$ cat config.mk
export PLATFORM = sky130hd
export DESIGN_NAME = agc_amplitude_meter
export DESIGN_NICKNAME = d
export VERILOG_FILES = /design/src/rtl/agc_pkg.sv /design/src/rtl/agc_scale_mult.sv /design/src/rtl/agc_amplitude_meter.sv
export SDC_FILE = /design/constraint.sdc
export NUM_CORES = 1
export LEC_CHECK = 0
export ABC_AREA = 1
export ABC_CLOCK_PERIOD_IN_PS = 8400
export CAP_MARGIN = 10
export CORE_ASPECT_RATIO = 0.8
export CORE_MARGIN = 4
export CORE_UTILIZATION = 40
export DETAILED_ROUTE_END_ITERATION = 7
export GPL_TIMING_DRIVEN = 0
export PLACE_DENSITY = 0.66
export SLEW_MARGIN = 5
export SYNTH_ARGS = -nofsm -noshare
export SYNTH_HDL_FRONTEND = slang
export SYNTH_SLANG_ARGS = --single-unit
$ cat constraint.sdc
create_clock -name adc_clk -period 8.4 [get_ports adc_clk]
set_input_delay 0.84 -clock adc_clk [delete_from_list [all_inputs] [get_ports adc_clk]]
set_output_delay 0.84 -clock adc_clk [all_outputs]
set_load 0.02 [all_outputs]
$ cat src/rtl/agc_pkg.sv
// agc_pkg: types and constants shared by the AGC controller and the
// amplitude meter (state encoding, gain codes, Q16 de-gain coefficients).
package agc_pkg;

    typedef logic [1:0] gain_t;

    typedef enum logic [2:0] {
        S_IDLE,
        S_SETTLE,
        S_ACQUIRE,
        S_MULT,
        S_SCALE
    } meter_state_t;

    localparam logic [11:0] ADC_MAX = 12'd4095;
    localparam int          Q_SHIFT = 16;
    localparam logic [28:0] Q_HALF  = 29'(1 << (Q_SHIFT - 1));

    // Q16 of (2000/4096 * 10 / gain) for gains 3, 6.5, 13.5, 29.25
    localparam logic [16:0] K_COEF [4] = '{
        17'd106667,
        17'd49231,
        17'd23704,
        17'd10940
    };

    // Upstream AGC level thresholds (ADC codes)
    localparam logic [11:0] AGC_THR_HI = 12'd3686;
    localparam logic [11:0] AGC_THR_LO = 12'd1024;

    function automatic logic [16:0] k_of(input gain_t g);
        return K_COEF[g];
    endfunction

endpackage

$ cat src/rtl/agc_scale_mult.sv
// agc_scale_mult: two-stage pp * K[gain] followed by round-half-up >> 16.
// res holds its value until the next valid result.
module agc_scale_mult
    import agc_pkg::*;
(
    input  logic        adc_clk,
    input  logic        rst_n,
    input  logic        in_valid,
    input  logic [11:0] pp,
    input  logic [1:0]  gain,
    output logic        out_valid,
    output logic [15:0] res
);

    logic [28:0] prod_q, prod_d;
    logic        v1_q, v1_d;
    logic [15:0] res_q, res_d;
    logic        v2_q, v2_d;

    // Stage 1 product, stage 2 rounding and Q16 removal
    always_comb begin
        prod_d = prod_q;
        res_d  = res_q;
        v1_d   = in_valid;
        v2_d   = v1_q;
        if (in_valid) begin
            prod_d = 29'(pp) * 29'(k_of(gain));
        end
        if (v1_q) begin
            res_d = 16'((prod_q + Q_HALF) >> Q_SHIFT);
        end
    end

    // Pipeline registers
    always_ff @(posedge adc_clk or negedge rst_n) begin
        if (!rst_n) begin
            prod_q <= '0;
            v1_q   <= 1'b0;
            res_q  <= '0;
            v2_q   <= 1'b0;
        end else begin
            prod_q <= prod_d;
            v1_q   <= v1_d;
            res_q  <= res_d;
            v2_q   <= v2_d;
        end
    end

    assign out_valid = v2_q;
    assign res       = res_q;

endmodule

$ cat src/rtl/agc_amplitude_meter.sv
// agc_amplitude_meter: windowed peak-to-peak meter, input-referred in 0.1 mV.
// Define AGC_AMP_AVG_EN to average the last 4 window results.
module agc_amplitude_meter
    import agc_pkg::*;
#(
    parameter int WINDOW = 1024,
    parameter int SETTLE = 16
) (
    input  logic        adc_clk,
    input  logic        rst_n,
    input  logic [11:0] adc_data,
    input  logic [1:0]  gain_ctrl,
    input  logic        stable,
    output logic [15:0] amp_vpp,
    output logic [1:0]  amp_gain,
    output logic        amp_clip,
    output logic        amp_valid,
    output logic        busy
);

    localparam int CW = $clog2(WINDOW);

    meter_state_t  state_q, state_d;
    logic [7:0]    set_cnt_q, set_cnt_d;
    logic [CW-1:0] smp_cnt_q, smp_cnt_d;
    logic [11:0]   max_q, max_d;
    logic [11:0]   min_q, min_d;
    logic          clip_q, clip_d;
    gain_t         gain_lat_q, gain_lat_d;
    gain_t         gain_o_q, gain_o_d;
    logic          clip_o_q, clip_o_d;

    logic          samp_clip;
    logic          abort;
    logic          set_done;
    logic          win_done;
    logic          mult_en;
    logic          m_valid;
    logic [15:0]   m_res;

    assign samp_clip = (adc_data == 12'd0) || (adc_data == ADC_MAX);
    assign abort     = ((state_q == S_SETTLE) || (state_q == S_ACQUIRE)) &&
                       (!stable || (gain_ctrl != gain_lat_q));
    assign set_done  = (set_cnt_q == 8'(SETTLE - 1));
    assign win_done  = (smp_cnt_q == CW'(WINDOW - 1));

    // State register
    always_ff @(posedge adc_clk or negedge rst_n) begin
        if (!rst_n) state_q <= S_IDLE;
        else        state_q <= state_d;
    end

    // Next state; abort wins over window completion
    always_comb begin
        state_d = state_q;
        unique case (state_q)
            S_IDLE:    if (stable) state_d = S_SETTLE;
            S_SETTLE:  if (abort) state_d = S_IDLE;
                       else if (set_done) state_d = S_ACQUIRE;
            S_ACQUIRE: if (abort) state_d = S_IDLE;
                       else if (win_done) state_d = S_MULT;
            S_MULT:    state_d = S_SCALE;
            S_SCALE:   state_d = S_IDLE;
            default:   state_d = S_IDLE;
        endcase
    end

    // FSM outputs
    always_comb begin
        mult_en = (state_q == S_MULT);
        busy    = (state_q != S_IDLE);
    end

    // Window datapath: counters, running max/min/clip, result tags
    always_comb begin
        set_cnt_d  = set_cnt_q;
        smp_cnt_d  = smp_cnt_q;
        max_d      = max_q;
        min_d      = min_q;
        clip_d     = clip_q;
        gain_lat_d = gain_lat_q;
        gain_o_d   = gain_o_q;
        clip_o_d   = clip_o_q;
        unique case (state_q)
            S_IDLE: begin
                smp_cnt_d = '0;
                if (stable) begin
                    gain_lat_d = gain_ctrl;
                    set_cnt_d  = '0;
                end
            end
            S_SETTLE: begin
                set_cnt_d = set_cnt_q + 8'd1;
                smp_cnt_d = '0;
            end
            S_ACQUIRE: begin
                smp_cnt_d = smp_cnt_q + 1'b1;
                if (smp_cnt_q == '0) begin
                    max_d  = adc_data;
                    min_d  = adc_data;
                    clip_d = samp_clip;
                end else begin
                    if (adc_data > max_q) max_d = adc_data;
                    if (adc_data < min_q) min_d = adc_data;
                    clip_d = clip_q | samp_clip;
                end
            end
            S_SCALE: begin
                gain_o_d = gain_lat_q;
                clip_o_d = clip_q;
            end
            default: ;
        endcase
    end

    // Window datapath registers
    always_ff @(posedge adc_clk or negedge rst_n) begin
        if (!rst_n) begin
            set_cnt_q  <= '0;
            smp_cnt_q  <= '0;
            max_q      <= '0;
            min_q      <= '0;
            clip_q     <= 1'b0;
            gain_lat_q <= '0;
            gain_o_q   <= '0;
            clip_o_q   <= 1'b0;
        end else begin
            set_cnt_q  <= set_cnt_d;
            smp_cnt_q  <= smp_cnt_d;
            max_q      <= max_d;
            min_q      <= min_d;
            clip_q     <= clip_d;
            gain_lat_q <= gain_lat_d;
            gain_o_q   <= gain_o_d;
            clip_o_q   <= clip_o_d;
        end
    end

    agc_scale_mult u_mult (
        .adc_clk   (adc_clk),
        .rst_n     (rst_n),
        .in_valid  (mult_en),
        .pp        (max_q - min_q),
        .gain      (gain_lat_q),
        .out_valid (m_valid),
        .res       (m_res)
    );

`ifdef AGC_AMP_AVG_EN
    logic [3:0][15:0] hist_q, hist_d;
    logic [3:0]       hclip_q, hclip_d;
    logic [17:0]      sum_q, sum_d;
    logic [2:0]       cnt_q, cnt_d;
    logic [15:0]      avg_vpp_q, avg_vpp_d;
    gain_t            avg_gain_q, avg_gain_d;
    logic             avg_clip_q, avg_clip_d;
    logic             avg_vld_q, avg_vld_d;

    // 4-deep history with running sum; aborts empty it
    always_comb begin
        hist_d     = hist_q;
        hclip_d    = hclip_q;
        sum_d      = sum_q;
        cnt_d      = cnt_q;
        avg_vpp_d  = avg_vpp_q;
        avg_gain_d = avg_gain_q;
        avg_clip_d = avg_clip_q;
        avg_vld_d  = 1'b0;
        if (abort) begin
            hist_d  = '0;
            hclip_d = '0;
            sum_d   = '0;
            cnt_d   = '0;
        end else if (m_valid) begin
            hist_d  = {hist_q[2:0], m_res};
            hclip_d = {hclip_q[2:0], clip_o_q};
            sum_d   = sum_q - 18'(hist_q[3]) + 18'(m_res);
            if (cnt_q != 3'd4) cnt_d = cnt_q + 3'd1;
            if (cnt_q >= 3'd3) begin
                avg_vld_d  = 1'b1;
                avg_vpp_d  = 16'((sum_d + 18'd2) >> 2);
                avg_gain_d = gain_o_q;
                avg_clip_d = |hclip_d;
            end
        end
    end

    // Averager registers
    always_ff @(posedge adc_clk or negedge rst_n) begin
        if (!rst_n) begin
            hist_q     <= '0;
            hclip_q    <= '0;
            sum_q      <= '0;
            cnt_q      <= '0;
            avg_vpp_q  <= '0;
            avg_gain_q <= '0;
            avg_clip_q <= 1'b0;
            avg_vld_q  <= 1'b0;
        end else begin
            hist_q     <= hist_d;
            hclip_q    <= hclip_d;
            sum_q      <= sum_d;
            cnt_q      <= cnt_d;
            avg_vpp_q  <= avg_vpp_d;
            avg_gain_q <= avg_gain_d;
            avg_clip_q <= avg_clip_d;
            avg_vld_q  <= avg_vld_d;
        end
    end

    assign amp_vpp   = avg_vpp_q;
    assign amp_gain  = avg_gain_q;
    assign amp_clip  = avg_clip_q;
    assign amp_valid = avg_vld_q;
`else
    assign amp_vpp   = m_res;
    assign amp_gain  = gain_o_q;
    assign amp_clip  = clip_o_q;
    assign amp_valid = m_valid;
`endif

endmodule
# Yosys cells after proc, flatten, opt, wreduce, memory -nomap -nowiden
# Index checks and enable logic that the tools add are counted.
# Widths: inputs -> output; s select.
totals:
  reg_bits: 95
  in_bits: 17
  out_inout_bits: 21
  elab_cells: 70
classes:
  magnitude_cmp: 3
  mul: 1
  eq_ne: 11
  reduce_logical: 19
  muxes: 17
  bitwise_logic: 2
  n_addsub: 4
op_table:
  columns: ["op", "count"]
  rows:
  - ["$mux 12", 4]
  - ["$bmux 17 s2", 1]
  - ["$mux 17", 2]
  - ["$add 29x16->29 const B", 1]
  - ["$mul 12x17->29", 1]
  - ["$pmux 10 s2", 1]
  - ["$pmux 8 s2", 1]
  - ["$mux 3", 5]
  - ["$eq 12x12->1 const B", 1]
  - ["$gt 12x12->1", 1]
  - ["$logic_not 12->1", 1]
  - ["$lt 12x12->1", 1]
  - ["$pmux 3 s4", 1]
  - ["$sub 12x12->12", 1]
  - ["$add 10x1->10 const B", 1]
  - ["$eq 10x10->1 const B", 1]
  - ["$logic_not 10->1", 1]
  - ["$add 8x1->8 const B", 1]
  - ["$eq 8x4->1 const B", 1]
  - ["$mux 8", 1]
  - ["$reduce_and 2->1", 4]
  - ["$reduce_bool 2->1", 4]
  - ["$eq 3x2->1 const B", 2]
  - ["$ne 3x3->1 const B", 2]
  - ["other kinds (15)", 17]

# Longest topological paths before layout
# Gate-level depths: netlist of the first run.
depth:
  word_depth: 5
  depth_mapped: 34
  mapped_depth_nobuf: 34

# Cells and area by module
# From an unflattened synthesis of the first run, not the netlist that was laid out.
hier_totals:
  hier_cells: 1486
  area_unflattened_um2: 11245.8
by_module_without_submodules:
  columns: ["module", "area_each_um2", "seq_area_each_um2", "cells_per_inst", "instances"]
  rows:
  - ["agc_scale_mult", 7619.8, 725.7, 990, 1]
  - ["agc_amplitude_meter", 3626.0, 1276.2, 496, 1]

# Worst setup path after synthesis of the first run
# Ideal clock, no wire load.
synth_path:
  kind: "register to register"
  from: "reg max_q[0]"
  to: "reg u_mult.prod_q[27]"
  setup_slack_ps: 2589
  t_required_ps: 8283
  arrival_ps: 5694
  stages_incl_launch_ff: 27
  path_buffers: 0
  period_less_slack_ps: 5811
  setup_time_ps: 117
  path_cell_list: "dfrtp_1 inv_1 ha_1 inv_1 fa_1 nand3_1 nand2_1 xor2_1 clkinv_1 nor2_1 fa_1 fa_1 fa_1 fa_1 inv_1 fa_1 inv_1 ha_1 nand2_1 nor2_1 inv_1 nor4_1 nand3_1 nand2_1 nand2_1 nand3_1 nand2_1"
synth_between:
  elab_chain_cells: 2
synth_rtl:
  columns: ["element", "line_no", "rtl"]
  rows:
  - ["from (decl)", "agc_amplitude_meter.sv:26", "logic [11:0] max_q, max_d;"]
  - ["from (signal assigned)", "agc_amplitude_meter.sv:130", "max_q <= max_d;"]
  - ["$sub 12x12->12", "agc_amplitude_meter.sv:143", ".pp (max_q - min_q),"]
  - ["$mul 12x17->29", "agc_scale_mult.sv:27", "prod_d = 29'(pp) * 29'(k_of(gain));"]
  - ["to (signal assigned)", "agc_scale_mult.sv:42", "prod_q <= prod_d;"]
  - ["to (decl)", "agc_scale_mult.sv:15", "logic [28:0] prod_q, prod_d;"]
# No other way between the ends.
# A chain may end at the register's enable or synchronous reset.

# Worst setup path in the final report of the first run
layout_path:
  from: "reg max_q[0]"
  to: "reg u_mult.prod_q[26]"
# Same word-level chain as after synthesis.

==> results by stage, run 1 <==
Floorplan:
- The starting utilization of the core area is 41.0%.
- From bottom edge to top edge, the die measures 155 µm.
- The total core area is 0.0265 mm².
- For this design the top-level I/O count stands at 38.
- From left edge to right edge, the die measures 192 µm.
- The number of core rows is 53.
- The area enclosed by the die boundary is 0.0298 mm².

Worst setup path:
- The depth of the most critical reg-to-reg path is 24.
- The highest fanout seen on the critical path is 8.
- The startpoint type of the worst setup path is a flop.
- The startpoint of the worst setup timing path is max_q[0].
- The worst-case register-to-register setup slack is 1.23 ns.
- The worst stage delay on the critical path is 0.58 ns.
- STA puts the critical path data arrival time at 7.41 ns.
- The slowest stage of the critical path belongs to the cell sky130_fd_sc_hd__nor2_1.
- The endpoint identified for the worst register-to-register timing path is u_mult.prod_q[26].
- Counting both buffers and inverters, the worst setup path holds a total of 5.
- The critical path required time is 8.64 ns.
- The kind of cell with the highest combined delay along the critical path is adder cells.
- The beginning of the worst register-to-register path is max_q[0].
- The setup path with the least slack is of type flop to flop.
- Among the stages of the critical path, the cell type that occurs most often is sky130_fd_sc_hd__fa_1.
- The critical path goes through inv_1 > ha_1 > inv_1 > fa_1 > nand3_1 > nand2_1 > xor2_1 > clkinv_1 > nor2_1 > fa_1 > fa_1 > fa_1 > fa_1 > inv_1 > fa_1 > inv_1 > ha_1 > nand4_1 > nor3_1 > nand3_1 > nand2_1 > nand2_1 > nand3_1 > nand2_1.
- The sort of element at the end of the critical path is a flop.

Logic synthesis:
- Counting instances in the post-synthesis netlist gives the leading cell types as 302 x sky130_fd_sc_hd__inv_1, 269 x sky130_fd_sc_hd__nand2_1, 145 x sky130_fd_sc_hd__nor2_1.
- After synthesis, the share of flip-flops with an asynchronous set or reset is 100%.
- After synthesis, the largest area contributor takes up 25.1% of total cell area.
- The most used flip-flop cell after synthesis is sky130_fd_sc_hd__dfrtp_1.
- By area the synthesized netlist is led by sky130_fd_sc_hd__fa_1 25%, sky130_fd_sc_hd__dfrtp_1 18%, sky130_fd_sc_hd__ha_1 14%.
- The number of enable-type register cells in the synthesized netlist is 0.
- Counting distinct cell types in the post-synthesis netlist gives 53.
- In the post-synthesis netlist, the cell with the most instances is sky130_fd_sc_hd__inv_1.
- Sequential elements use 18.5% of the synthesized area.
- After technology mapping, the gate count stands at 1377.
- The largest area contributor in the synthesized netlist is sky130_fd_sc_hd__fa_1.
- The count of state elements after synthesis is 80.
- After synthesis, the mean cell area works out to 7.87 µm².
- The warning count from the yosys run is 0.
- The cell area after technology mapping is 0.0108 mm².

Status:
- The flow ran to the end, and the final reports show no timing, DRC or antenna violations.

Place:
- Buffers placed on the I/O ports in this run total 34.
- The final RePlAce weighted congestion is 0.936.
- The sum of net half-perimeters after detailed placement is 23.0 mm.
- Once placement finished, the instance area stood at 0.0117 mm².

GRT:
- The number of antenna violations at the first check in global routing came to 0.
- In the global route stage, met1 resource usage came out at 30.9%.
- For met2 alone, demand over resource in global routing was 26.7%.
- For met3 alone, demand over resource in global routing was 3.79%.
- The most crowded layer after global routing is met1.
- The via count of the first global-routing pass is 8810.
- Entering global routing, the biggest net connects 49 pins.
- The global-route usage over all layers is 19.3%.
- The global-route wire length before repair is 45.6 mm.
- The global route total overflow is 0.

Timing:
- On the final layout, the worst hold slack is 0.433 ns.
- The final max-slew violation count is 0.
- Setup repair after global routing left no endpoint under its margin.
- The worst path uses 85.4% of the clock period.
- The headroom to the max-slew limit is 27.2%.
- The total negative slack is 0 ns.
- Counting I/O delays and the setup requirement, the final critical path takes 7.17 ns.
- The final-report setup violation count is 0.
- The maximum clock skew at final layout is 0.0101 ns.
- The maximum clock rate is 0.139 GHz.
- The number of failing hold endpoints at the final stage was 0.
- For the pin with the worst max-slew slack, the measured transition is 1.08 ns.

Final layout:
- The number of inserted diodes is 0.
- The layout overhead on the synthesized area is 10.8%.
- The finished cells cover 0.0120 mm².
- Of the cells placed in the final design, the portion with a size suffix greater than 1 is 4.76%.
- The layout net count is 1697.

Min path:
- The path class of the tightest hold or removal check is input pin to asynchronous set/reset pin.

Clocking:
- The root buffer cell chosen for the clock tree is sky130_fd_sc_hd__clkbuf_16.
- Gates resized during post-CTS repair numbered 0.
- The CTS tree is built.
- The H-tree generated during clock tree synthesis spans 3 levels.
- The total CTS buffers is 9.
- Hold repair after CTS inserted 0 buffers.
- The clock passes through at most 2 buffers.
- The post-CTS setup buffer count is 0.
- CTS saw 80 sinks.
- The later-pin clock latency in the skew report is 0.36 ns.
- Clock-pin slew was measured on the worst setup and hold paths at 0.07 ns.

Routing:
- The detailed-router iteration count before antenna repair is 5.
- Dividing the detail-routed wire length by the instance count gives 15.3 µm.
- The total wire length after detailed routing is 27.3 mm.
- After detailed routing, the number of remaining DRC violations is 0.
- The mean number of vias per cell is 4.96.
- The via count of the routed design is 8872.
- The number of DRC markers in iteration 0 is 756.
- The final antenna-violating net count is 0.

Job:
- Max-cap violations in this run came to 0.
==> cell families (layout without fill, tap and decap cells) <==
logic type      after synthesis  count (layout)  synth area share (%)
fa+ha+maj                   255             255                  38.9
simple gates                539             539                  21.1
other cells                   1               3                0.0346
buf+inv                     335             386                  12.1
flops                        80              80                  18.5
mux                           2               2                 0.196
compound gates              143             143                  7.33
xor+xnor                     22              22                  1.92
==> per-layer routing <==
metal	share of wire, %	vias to the layer above
met5	0	-
met4	1.4	0
met3	8.4	23
met2	40	285
met1	50	4209
li1	-	4355
==> worst reg2reg max path: cells and delay by family, from the launching register on <==
kind / cells / cell delay, ns
xor gates and xnor gates: 1 / 0.42
adders and majority gates: 8 / 3.60
buffers and inverters: 5 / 0.71
DFF: 1 / 0.42
and+or+nand+nor: 10 / 1.90
==> sequential cells by signal, indices dropped and copies added, names as in the netlist <==
register	cells
min_q	12
gain_lat_q	2
u_mult.v1_q	1
u_mult.out_valid	1
u_mult.res	13
amp_gain	2
clip_q	1
amp_clip	1
max_q	12
set_cnt_q	8
u_mult.prod_q	14
state_q	3
smp_cnt_q	10
==> area by class of cell <==
type                       count  area, µm²
timing repair buffer          35        365
buffer                        24        143
fill                        2626      14400
sequential                    80       2000
clock inverter                 7        125
multi-input combinational    964       7540
inverter                     311       1170
clock buffer                   9        225
tap                          357        447
==> cells in the final DEF, fill, tap and decap left out, drive strengths merged, types with 9 or more instances in the layout <==
cell type      synthesis  routed
buf                   19      21
dfrtp                 80      80
nor3                  13      13
a21oi                 65      65
nand2                273     273
nand3                 70      70
fa                   136     136
nand4                 15      15
nor2                 150     150
nor4                   9       9
xor2                  12      12
ha                   119     119
xnor2                 10      10
inv                  308     311
clkbuf                 5      14
clkdlybuf4s50          0      33
o21ai                 53      53
==> worst max-delay path by stage <==
| stage | to | slack [ns] | cells past startpoint |
|---|---|---|---|
| floorplan | u_mult.prod_q[27] | 2.59 | 26 |
| global placement | u_mult.prod_q[26] | 1.36 | 24 |
| detailed placement | u_mult.prod_q[26] | 1.37 | 24 |
| CTS | u_mult.prod_q[26] | 1.34 | 24 |
| global route | u_mult.prod_q[27] | 0.79 | 26 |
| finish | u_mult.prod_q[26] | 1.23 | 24 |
==> stage by stage <==
stage               cells  utilization [%]  worst slack (ns)
global placement     1770             44.0              1.36
finish               1787             45.4              1.23
CTS                  1787             45.4              1.34
detailed placement   1771             44.1              1.37
global route         1787             45.4             0.793
floorplan            1379                -              2.59
Power of run 1 is not shown: default switching activity piles up to over one toggle a cycle in this logic, so the estimate is an artifact.
==> run 2: changes to the inputs <==
--- a/config.mk
+++ b/config.mk
@@ -12,8 +12,9 @@
 export CORE_MARGIN = 4
 export CORE_UTILIZATION = 40
 export DETAILED_ROUTE_END_ITERATION = 7
+export DONT_BUFFER_PORTS = 1
 export GPL_TIMING_DRIVEN = 0
-export PLACE_DENSITY = 0.66
+export PLACE_DENSITY = 0.64
 export SLEW_MARGIN = 5
 export SYNTH_ARGS = -nofsm -noshare
 export SYNTH_HDL_FRONTEND = slang
==> results by stage, run 2 (synthesized netlist as in run 1, its figures left out) <==
Status:
- The flow ran to the end, and the final reports show no timing, DRC or antenna violations.

Floorplan:
- The total core area is 0.0265 mm².
- Pin placement for this block handled 38 I/O pins.
- In this run the vertical extent of the chip is 155 µm.
- The area enclosed by the die boundary is 0.0298 mm².
- Once the floorplan was initialized, standard cells occupied 41.0% of the core.
- The number of core rows is 53.
- The chip width is 192 µm.

GRT:
- The via count of the first global-routing pass is 8782.
- The number of antenna violations at the first check in global routing came to 0.
- For this run, global-route usage on met1 was measured as 30.0%.
- The global-route usage over all layers is 19.1%.
- The met3 usage is 3.95%.
- The largest net degree at the start of global routing is 81.
- In this run the most used layer during global routing was met1.
- The first global-routing pass estimated 45.5 mm of wire.
- The global route total overflow is 0.
- The met2 usage is 27.3%.

Place:
- Port buffering added 0 buffers.
- The final RePlAce weighted congestion is 0.946.
- The sum of net half-perimeters after detailed placement is 23.0 mm.

Worst setup path:
- The worst setup path is captured at a flop.
- At the worst endpoint, the arrival time is 7.41 ns.
- The highest fanout seen on the critical path is 8.
- The critical path required time is 8.64 ns.
- The startpoint type of the worst setup path is a flop.
- The worst setup path category is flop to flop.

Timing:
- The number of failing hold endpoints at the final stage is 0.
- The maximum clock rate is 0.139 GHz.
- The worst path uses 85.4% of the clock period.
- The final max-slew violation count is 0.
- At the pin with the least slew margin, the transition time is 1.18 ns.
- The maximum clock skew at final layout is 0.0100 ns.
- Setup violations remaining at the end of the flow were counted as 0.
- The time the final worst path needs with I/O delays and setup is 7.17 ns.
- Summed over all failing endpoints, the final setup total negative slack is 0 ns.
- Setup repair after global routing left no endpoint under its margin.
- The headroom to the max-slew limit is 20.7%.

Final layout:
- The number of flip-flops in the largest register is 14.
- The register with the most flip-flops is u_mult.prod_q.
- The sequential cells in the finished layout cover a total of 0.00200 mm².
- The layout overhead on the synthesized area is 7.20%.
- The area of the multi-input gates is 0.00754 mm².
- The net count of the finished layout is 1662.
- The repair_antennas step left the layout with diodes totalling 0.
- The filler cell count in the final layout is 2649.
- The fraction of final layout cells with drive strength greater than 1 is 4.73%.
- The most common cell after layout, fill and taps aside is sky130_fd_sc_hd__inv_1.
- Leaving out fill and tap cells, the most frequent cells in the layout are 302 x sky130_fd_sc_hd__inv_1, 269 x sky130_fd_sc_hd__nand2_1, 145 x sky130_fd_sc_hd__nor2_1.

Routing:
- The final antenna-violating net count is 0.
- The average wire length per cell after detail routing is 15.4 µm.
- The post-route DRC violation count is 0.
- The number of DRC markers in iteration 0 is 659.
- The total wire length after detailed routing is 27.1 mm.
- For this block, the via count after detailed routing is 8789.
- The mean number of vias per cell is 5.02.
- The detailed-router iteration count before antenna repair is 5.

Clocking:
- The clock transition time at the flip-flop clock pins of the worst setup and hold paths is 0.07 ns.
- The number of hold-repair buffers added at the cts stage is 0.
- In this run the deepest clock path goes through 2 buffers.
- The master cell of the clock root buffer is sky130_fd_sc_hd__clkbuf_16.
- After clock tree synthesis, the setup repair step added 0 buffers.
- The post-cts gate resize count is 0.
- The later pin in the worst-skew pair is clocked with a latency of 0.35 ns.
- TritonCTS built the clock tree.
- Buffers inserted during clock tree synthesis total 9.
- Clock tree synthesis found a total of 80 sinks.
- The H-tree level count is 3.

Job:
- The max-capacitance violation count is 0.

Min path:
- The path class of the tightest hold or removal check is input pin to asynchronous set/reset pin.
## run 2: cell types whose count changed in the layout (fill, tap and decap cells not counted), sizes merged
cell           before  now
clkdlybuf4s50      33    0
clkinv              4    3
clkinvlp            0    2
bufinv              3    2
buf                21   19
## run 2: worst max-delay path, cell delays in order, from the launching register on
cell	delay, ns
sky130_fd_sc_hd__dfrtp_1	0.43
sky130_fd_sc_hd__inv_1	0.08
sky130_fd_sc_hd__ha_1	0.14
sky130_fd_sc_hd__inv_1	0.06
sky130_fd_sc_hd__fa_1	0.46
sky130_fd_sc_hd__nand3_1	0.12
sky130_fd_sc_hd__nand2_1	0.06
sky130_fd_sc_hd__xor2_1	0.43
sky130_fd_sc_hd__clkinv_1	0.47
sky130_fd_sc_hd__nor2_1	0.54
sky130_fd_sc_hd__fa_1	0.53
sky130_fd_sc_hd__fa_1	0.54
sky130_fd_sc_hd__fa_1	0.43
sky130_fd_sc_hd__fa_1	0.54
sky130_fd_sc_hd__inv_1	0.05
sky130_fd_sc_hd__fa_1	0.53
sky130_fd_sc_hd__inv_1	0.04
sky130_fd_sc_hd__ha_1	0.38
sky130_fd_sc_hd__nand4_1	0.26
sky130_fd_sc_hd__nor3_1	0.40
sky130_fd_sc_hd__nand3_1	0.27
sky130_fd_sc_hd__nand2_1	0.13
sky130_fd_sc_hd__nand2_1	0.05
sky130_fd_sc_hd__nand3_1	0.07
sky130_fd_sc_hd__nand2_1	0.05
## run 2: through the flow
| stage | utilization (%) | setup WS (ns) | hold WS (ns) | instances | area (µm²) |
|---|---|---|---|---|---|
| 5_1_grt | 43.9 | 0.814 | 0.168 | 1752 | 11600 |
| 6_report | 43.9 | 1.23 | 0.184 | 1752 | 11600 |
| 4_1_cts | 43.9 | 1.38 | 0.173 | 1752 | 11600 |
| 2_1_floorplan | - | 2.59 | 0.442 | 1379 | 10800 |
| 3_5_place_dp | 42.7 | 1.42 | 0.460 | 1736 | 11300 |
| 3_3_place_gp | 42.7 | 1.41 | 0.459 | 1736 | 11300 |
## run 2: path summary, 6_finish.rpt
kind	slack [ns]	depth (start not counted)	endpoint	from
min in group adc_clk	0.47	1	set_cnt_q[7]	set_cnt_q[7]
hold reg to reg	0.47	1	set_cnt_q[7]	set_cnt_q[7]
max in group asynchronous	8.06	0	u_mult.prod_q[21]	rst_n
setup / recovery	1.23	24	u_mult.prod_q[26]	max_q[0]
setup reg to reg	1.23	24	u_mult.prod_q[26]	max_q[0]
hold / removal	0.18	0	smp_cnt_q[1]	rst_n
## run 2: layout make-up
cell class,instances,share of cell area (%)
Multi-Input combinational cell,964,64.8
Sequential cell,80,17.2
Inverter,311,10.0
Tap cell,357,3.84
Clock buffer,9,1.94
Buffer,24,1.23
Clock inverter,7,0.872
## run 2: layer usage
metal,up-vias,part of all wire [%]
met3,21,8.0
met1,4216,49
met2,259,41
li1,4293,-
met5,-,0
met4,0,1.5
Power of run 2 is left out for the same reason.
==> run 3: changes to the inputs <==
--- a/config.mk
+++ b/config.mk
@@ -11,6 +11,7 @@
 export CORE_ASPECT_RATIO = 0.8
 export CORE_MARGIN = 4
 export CORE_UTILIZATION = 40
+export CTS_BUF_LIST = sky130_fd_sc_hd__clkbuf_8
 export DETAILED_ROUTE_END_ITERATION = 7
 export DONT_BUFFER_PORTS = 1
 export GPL_TIMING_DRIVEN = 0
==> results by stage, run 3 (synthesized netlist as in run 1, its figures left out) <==
Timing:
- The maximum clock rate is 0.139 GHz.
- Setup repair after global routing left no endpoint under its margin.
- The headroom to the max-slew limit is 21.7%.
- The time the final worst path needs with I/O delays and setup is 7.18 ns.
- The final-report setup violation count is 0.
- Summed over all failing endpoints, the final setup total negative slack is 0 ns.
- The maximum clock skew at final layout is 0.0122 ns.
- The post-route clock period utilization is 85.5%.
- The final max-slew violation count is 0.
- The number of failing hold endpoints at the final stage is 0.
- At the pin with the least slew margin, the transition time is 1.17 ns.

Place:
- Detailed placement finished with a half-perimeter wire length of 23.0 mm.
- The number of I/O port buffers is 0.
- The final RePlAce weighted congestion is 0.946.
- After detailed placement, the total cell area comes to 0.0113 mm².

Floorplan:
- The die is 155 µm tall.
- Once the floorplan was initialized, standard cells occupied 41.0% of the core.
- The total core area is 0.0265 mm².
- 38 I/O pins were placed.
- The area enclosed by the die boundary is 0.0298 mm².
- After floorplanning, the core was divided into 53 placement rows.
- Measured along the x axis, the die boundary spans 192 µm.

Min path:
- The min-delay analysis places its worst path in the category input pin to asynchronous set/reset pin.

Routing:
- The count of nets left with antenna violations once routing finished came out at 0.
- The via count of the routed design is 8763.
- The post-route DRC violation count is 0.
- The total wire length after detailed routing is 26.9 mm.
- In the final routed layout, each cell accounts on average for 15.4 µm.
- The detailed router finished its first iteration with 696 violations.
- The detailed-router iteration count before antenna repair is 5.
- The mean number of vias per cell is 5.00.

Final layout:
- The layout overhead on the synthesized area is 6.27%.
- The filler cell count in the final layout is 2663.
- The fraction of final layout cells with drive strength greater than 1 is 4.73%.
- In the final layout, the multi-input gates occupy 0.00754 mm².
- 0 antenna diodes ended up in the layout.
- The register with the most flip-flops in the layout has 14 of them.
- The library cell used most frequently in the layout, excluding fill and tap cells, is sky130_fd_sc_hd__inv_1.
- The register with the most flip-flops is u_mult.prod_q.
- In the final layout, flip-flops and latches occupy 0.00200 mm².
- The layout net count is 1662.
- In the layout the commonest cells are 302 x sky130_fd_sc_hd__inv_1, 269 x sky130_fd_sc_hd__nand2_1, 145 x sky130_fd_sc_hd__nor2_1.
- The finished layout cell area is 0.0115 mm².

GRT:
- Global routing consumed, over all layers together, 19.1% of the routing resources.
- The global-route wire length before repair is 45.5 mm.
- The via count of the first global-routing pass is 8766.
- The largest net degree at the start of global routing is 81.
- The number of antenna violations at the first check in global routing was 0.
- The global route total overflow is 0.

Clocking:
- The clock transition time at the flip-flop clock pins of the worst setup and hold paths is 0.10 ns.
- TritonCTS built the clock tree.
- The total CTS buffers is 9.
- The post-cts gate resize count is 0.
- The clock tree synthesis step divided the H-tree into 3 levels.
- The number of buffers on the longest clock path is 2.
- For this design, the sink count on the clock tree is 80.
- The number of hold-repair buffers added at the cts stage is 0.
- The master cell of the clock root buffer is sky130_fd_sc_hd__clkbuf_8.
- The post-CTS setup buffer count is 0.
- For the worst-skew pair, the clock arrives at the later sink with an insertion delay of 0.38 ns.

Worst setup path:
- Along the worst path, the maximum fanout reaches 8.
- Measured in cells, the most critical reg-to-reg path has a length of 24.
- The worst setup path category is flop to flop.
- STA classifies the critical path startpoint as a flop.
- At the worst endpoint, the required time is 8.67 ns.
- The sort of element at the end of the critical path is a flop.
- The worst path arrival time is 7.46 ns.

Status:
- The run finished with clean final reports.

Job:
- The max-capacitance violation count is 0.
[run 3: cell count changes in the layout (fill, tap and decap cells not counted)]
cell	change
sky130_fd_sc_hd__clkbuf_8	+9
sky130_fd_sc_hd__clkbuf_16	-9
[run 3: routing by layer]
layer  GRT usage [%]  vias to the layer above  wire length, µm
met4            4.14                        0              409
met1            30.0                     4206            13600
met2            27.2                      250            11000
li1                -                     4287                -
met3            3.77                       20             1940
met5               0                        -                0
[run 3: area by class of cell]
type / instances / area share, %
tap: 357 / 3.88
clock buffer: 9 / 1.08
clock inverter: 7 / 0.880
multi-input combinational: 964 / 65.4
buffer: 24 / 1.24
sequential: 80 / 17.4
inverter: 311 / 10.1
[run 3: worst paths after layout]
kind	start	end	slack (ns)
min reg2reg	set_cnt_q[7]	set_cnt_q[7]	0.47
max reg2reg	max_q[0]	u_mult.prod_q[26]	1.22
max in group asynchronous	rst_n	u_mult.prod_q[21]	8.09
min	rst_n	smp_cnt_q[1]	0.14
min in group adc_clk	set_cnt_q[7]	set_cnt_q[7]	0.47
max	max_q[0]	u_mult.prod_q[26]	1.22
[run 3: critical path, cell delays in order, from the launching register on]
cell	delay (ns)
sky130_fd_sc_hd__dfrtp_1	0.44
sky130_fd_sc_hd__inv_1	0.08
sky130_fd_sc_hd__ha_1	0.14
sky130_fd_sc_hd__inv_1	0.06
sky130_fd_sc_hd__fa_1	0.46
sky130_fd_sc_hd__nand3_1	0.12
sky130_fd_sc_hd__nand2_1	0.06
sky130_fd_sc_hd__xor2_1	0.45
sky130_fd_sc_hd__clkinv_1	0.48
sky130_fd_sc_hd__nor2_1	0.54
sky130_fd_sc_hd__fa_1	0.54
sky130_fd_sc_hd__fa_1	0.54
sky130_fd_sc_hd__fa_1	0.43
sky130_fd_sc_hd__fa_1	0.54
sky130_fd_sc_hd__inv_1	0.05
sky130_fd_sc_hd__fa_1	0.53
sky130_fd_sc_hd__inv_1	0.04
sky130_fd_sc_hd__ha_1	0.38
sky130_fd_sc_hd__nand4_1	0.23
sky130_fd_sc_hd__nor3_1	0.39
sky130_fd_sc_hd__nand3_1	0.27
sky130_fd_sc_hd__nand2_1	0.13
sky130_fd_sc_hd__nand2_1	0.05
sky130_fd_sc_hd__nand3_1	0.07
sky130_fd_sc_hd__nand2_1	0.05
[run 3: stage by stage]
step	hold slack (ns)	std cells	util [%]	setup WS, ns
2_1_floorplan	0.442	1379	-	2.59
3_3_place_gp	0.459	1736	42.7	1.41
3_5_place_dp	0.460	1736	42.7	1.42
4_1_cts	0.120	1752	43.5	1.37
5_1_grt	0.115	1752	43.5	0.800
6_report	0.142	1752	43.5	1.22
Power of run 3 is left out for the same reason.
